File: src/rtl/alu_result_sel.sv
// Registered ALU result selector: decodes ALUOp to a functional unit at accept time,
// waits for that unit's valid (or a timeout) and holds the result for writeback.
//
// state  | meaning
// S_IDLE | no op in flight, ready to accept
// S_WAIT | op accepted, waiting for the selected unit's valid or timeout
// S_HOLD | result presented on dalja until writeback takes it
module alu_result_sel #(
  parameter int WIDTH   = 16,
  parameter int N_IN    = 4,
  parameter int OPW     = 4,
  parameter int SEL_W   = $clog2(N_IN),
  parameter logic [(2**OPW)*SEL_W-1:0] SEL_MAP = 32'h0000_E004,
  parameter int TIMEOUT = 16
) (
  input  logic                  Clock,
  input  logic                  Reset,
  input  logic [N_IN*WIDTH-1:0] hyrja,
  input  logic [N_IN-1:0]       hyrja_valid,
  input  logic [OPW-1:0]        ALUOp,
  input  logic                  op_valid,
  output logic                  op_ready,
  output logic [WIDTH-1:0]      dalja,
  output logic                  dalja_valid,
  input  logic                  dalja_ready,
  output logic                  gabim
);

  localparam int CNT_W = (TIMEOUT > 0) ? $clog2(TIMEOUT + 1) : 1;
  localparam logic [CNT_W-1:0] CNT_LAST = (TIMEOUT > 0) ? CNT_W'(TIMEOUT - 1) : '1;

  typedef enum logic [1:0] {S_IDLE, S_WAIT, S_HOLD} state_t;

  state_t             r_state;
  state_t             w_state_nxt;
  logic [SEL_W-1:0]   r_sel;
  logic [CNT_W-1:0]   r_cnt;
  logic [WIDTH-1:0]   r_dalja;
  logic               r_dalja_valid;
  logic               r_gabim;

  logic [SEL_W-1:0]   w_map;
  logic [SEL_W-1:0]   w_sel_dec;
  logic               w_unit_valid;
  logic [WIDTH-1:0]   w_unit_data;
  logic               w_timeout;
  logic               w_accept;

  // Out-of-range table entries fall back to unit 0.
  assign w_map        = SEL_MAP[ALUOp*SEL_W +: SEL_W];
  assign w_sel_dec    = (int'(w_map) < N_IN) ? w_map : '0;
  assign w_unit_valid = hyrja_valid[r_sel];
  assign w_unit_data  = hyrja[r_sel*WIDTH +: WIDTH];
  assign w_timeout    = (TIMEOUT != 0) && (r_cnt == CNT_LAST);

  always_ff @(posedge Clock) begin
    if (!Reset) begin
      r_state <= S_IDLE;
    end else begin
      r_state <= w_state_nxt;
    end
  end

  always_comb begin
    w_state_nxt = r_state;
    case (r_state)
      S_IDLE: if (w_accept) w_state_nxt = S_WAIT;
      S_WAIT: if (w_unit_valid || w_timeout) w_state_nxt = S_HOLD;
      S_HOLD: if (dalja_ready) w_state_nxt = w_accept ? S_WAIT : S_IDLE;
      default: w_state_nxt = S_IDLE;
    endcase
  end

  always_comb begin
    op_ready = (r_state == S_IDLE) || ((r_state == S_HOLD) && dalja_ready);
    w_accept = op_valid && op_ready;
  end

  always_ff @(posedge Clock) begin
    if (!Reset) begin
      r_sel         <= '0;
      r_cnt         <= '0;
      r_dalja       <= '0;
      r_dalja_valid <= 1'b0;
      r_gabim       <= 1'b0;
    end else begin
      if (w_accept) begin
        r_sel <= w_sel_dec;
        r_cnt <= '0;
      end
      if (r_state == S_WAIT) begin
        // A real result arriving on the last cycle beats the timeout.
        if (w_unit_valid) begin
          r_dalja       <= w_unit_data;
          r_gabim       <= 1'b0;
          r_dalja_valid <= 1'b1;
        end else begin
          if (r_cnt != '1) r_cnt <= r_cnt + CNT_W'(1);
          if (w_timeout) begin
            r_dalja       <= '0;
            r_gabim       <= 1'b1;
            r_dalja_valid <= 1'b1;
          end
        end
      end
      if ((r_state == S_HOLD) && dalja_ready) begin
        r_dalja_valid <= 1'b0;
      end
    end
  end

  assign dalja       = r_dalja;
  assign dalja_valid = r_dalja_valid;
  assign gabim       = r_gabim;

endmodule

File: config.mk
export PLATFORM = sky130hd
export DESIGN_NAME = alu_result_sel
export DESIGN_NICKNAME = d
export VERILOG_FILES = /design/src/rtl/alu_result_sel.sv
export SDC_FILE = /design/constraint.sdc
export NUM_CORES = 1
export LEC_CHECK = 0
export ABC_AREA = 1
export CAP_MARGIN = 5
export CORE_MARGIN = 10
export CORE_UTILIZATION = 32
export CTS_CLUSTER_DIAMETER = 120
export DETAILED_ROUTE_END_ITERATION = 8
export GPL_ROUTABILITY_DRIVEN = 0
export GPL_TIMING_DRIVEN = 0
export PLACE_DENSITY_LB_ADDON = 0.25
export SLEW_MARGIN = 20
export SYNTH_ARGS = -nofsm -noshare
export SYNTH_HDL_FRONTEND = slang
export SYNTH_SLANG_ARGS = --single-unit
File: constraint.sdc
create_clock -name Clock -period 3.9 [get_ports Clock]
set_input_delay 0.39 -clock Clock [delete_from_list [all_inputs] [get_ports Clock]]
set_output_delay 0.39 -clock Clock [all_outputs]
set_load 0.005 [all_outputs]
==> metrics.md <==
| Metric | Value |
|---|---|
| Status | `complete, no violations` |
| Starting DRT DRC Count | `117` |
| Worst r2r src | `r_cnt[0]` |
| Post-synthesis mux area share | `0%` |
| Rows | `29` |
| CP Data Arrival Time | `1.67 ns` |
| Area of the multi-input gates | `1200 sq um` |
| Clock buffer depth | `2` |
| Antenna cells | `0` |
| TritonCTS buffer count | `3` |
| CORE AREA | `6460 sq um` |
| Via density | `4.56` |
| Synth Area in Adders | `1.74%` |
| CP max FO | `2` |
| Drt drc | `0` |
| Crit end category | `primary output` |
| CP Class | `in -> out` |
| Area Overhead vs Synth | `50.1%` |
| Reg clk slew, reported paths | `0.09 ns` |
| Largest net degree at the start of global routing | `15` |
| First-pass GRT wire length | `11.0 mm` |
| First drt pass iteration count | `4` |
| Reg2reg path depth | `8` |
| Post-synthesis register bit count | `27` |
| Simple-gate share of the synthesized area | `45.9%` |
| Final ANT Viol Nets | `0` |
| XOR/XNOR share of the synthesized area | `0.405%` |
| Slew @ Worst Pin | `0.652 ns` |
| P_leak | `1.59 nW` |
| Die Area | `10400 sq um` |
| Fin crit share | `52.9%` |
| Skew-Pair Late Insertion Delay | `0.27 ns` |
| Hold Path Sink | `dalja[6]` |
| Setup Skew | `0.00169 ns` |
| Slew Limit Fails | `0` |
| Largest family of logic cells by synthesized area | `simple AND/OR/NAND/NOR gates` |
| # fillers | `667` |
| Setup TNS | `0 ns` |
| Worst vdd ir | `0.151 mV` |
| Post-Syn Area per Cell | `6.02 sq um` |
| Number of hold violations in the final report | `0` |
| Vias | `2434` |
| Max Fclk | `485 MHz` |
| R2R Setup Slk | `2.21 ns` |
| Slew Limit Headroom | `56.5%` |
| DP HPWL | `5.69 mm` |
| YS warnings | `0` |
| Synth Cell Area | `2160 sq um` |
| Final WL | `6.81 mm` |
| Max-cap violation count | `0` |
| CTS-repair resized insts | `0` |
| Pwr dens | `236 nW/um^2` |
| Post-CTS setup buffers | `0` |
| H-tree levels | `1` |
| Final Util | `50.2%` |
| Wirelength per Cell | `12.8 um` |
| CTS Root Cell | `clkbuf_8` |
| Compound-cell area share of the yosys netlist | `7.53%` |
| Dpl cell area | `3200 sq um` |
| Initial Utilization | `33.5%` |
| GR Util All Layers | `12.8%` |
| Crit start category | `input port` |
| Clock tree sinks | `27` |
| Total I/O pin count | `95` |
| Yosys cell types | `26` |
| RSZ-0062 raised after global routing | `false` |
| Hold-fix buffers, CTS | `0` |
| DIE HEIGHT | `102 um` |
| Post-layout net count | `537` |
| Hold path startpoint | `dalja[6]` |
| Post-synthesis sequential area ratio | `25.0%` |
| Die W | `102 um` |
| Vias in the first global route | `2305` |
| Syn Inst Count | `359` |
| CTS tree | `done` |
| Worst Hold Class | `reg -> reg` |
| Mapped Nets | `438` |
| Fin area | `3240 sq um` |
| FF/Latch Area | `541 sq um` |
| Grt total ovfl | `0` |
| Min Tclk post-route | `2.06 ns` |
| Share of layout cells above drive strength 1 | `11.4%` |
| Port-buffer cells | `94` |
| Initial antenna violation count | `0` |
| Hold Path Stages | `2` |
| Worst EP required | `3.51 ns` |
| Final setup fails | `0` |
| Worst r2r dst | `dalja[2]` |
-- worst max-delay path: stages --
cell and delay (ns):
clkdlybuf4s50_1 0.48, inv_1 0.06, a21oi_1 0.20, clkdlybuf4s50_1 0.55
-- metal layers --
metal	GRT usage (%)	up-vias	part of all wire (%)
met2	23.4	59	50
met1	14.4	1078	42
met3	4.45	2	7.8
met4	1.63	0	0.59
li1	-	1295	-
met5	0	-	0
-- cell families (layout without fill, tap and decap cells) --
group | after synthesis | after routing
compound gates | 25 | 25
xor+xnor | 1 | 1
fa+ha+maj | 3 | 3
buf+inv | 96 | 194
flops | 27 | 27
simple gates | 207 | 207
-- worst max-delay path by stage --
stage                      startpoint  endpoint  depth (start not counted)
after CTS                 dalja_ready  op_ready                          4
after global placement    dalja_ready  op_ready                          4
after detailed placement  dalja_ready  op_ready                          4
after global routing      dalja_ready  op_ready                          4
after floorplan              r_cnt[0]  dalja[2]                          8
final                     dalja_ready  op_ready                          4
-- flip-flops by register name, indices dropped and copies added (netlist names) --
register,cells
r_state,2
r_cnt,5
dalja,16
dalja_valid,1
r_sel,2
gabim,1
-- per-stage QoR --
step	hold slack, ns	setup slack (ns)	power [mW]	cells
after floorplan	0.456	2.44	0.476	359
after global placement	0.460	1.82	0.611	530
after detailed placement	0.464	1.82	0.615	530
after CTS	0.486	1.82	0.774	534
after global routing	0.502	1.77	0.823	534
final	0.481	1.84	0.765	534
-- Yosys cell counts --
cell      number  area, sq um
inv_6          2         17.5
nand3_1       57          285
dfxtp_1       27          541
buf_4          3         22.5
inv_1         77          289
o21ai_0        3         15.0
nand2_1      110          413
a31oi_1        1         6.26
a21oi_1       11         55.1
nor2_1        11         41.3
o21bai_1       1         7.51
or2_2          1         6.26
nor2_4         1         11.3
buf_8          1         15.0
nand2_4        1         11.3
nand4_1        5         31.3
nand2_2        6         37.5
buf_6          2         22.5
clkbuf_1       2         7.51
nand3b_1       1         7.51
a21oi_2        9         78.8
xnor2_1        1         8.76
ha_1           3         37.5
nand3_2       13          130
buf_2          9         45.0
nand3_4        1         17.5
-- area by class of cell --
class	instances	share of cell area [%]
clock buffer	4	1.39
multi-input combinational	236	37.0
timing repair buffer	94	29.0
inverter	79	9.45
buffer	17	3.47
tap	77	2.97
sequential	27	16.7
-- cells in the final DEF, fill, tap and decap left out, drive strengths merged, types with 5 or more instances in the layout --
master and count:
buf 15, nand3 71, nand2 117, nand4 5, a21oi 20, nor2 12, clkbuf 6, inv 79
clkdlybuf4s50 94, dfxtp 27
-- report_power, final --
group / total [mW] / internal [mW] / switching [mW]
combinational: 0.303 / 0.156 / 0.147
sequential: 0.303 / 0.292 / 0.0111
clock: 0.160 / 0.0732 / 0.0866
(Power assumes the default switching activity.)
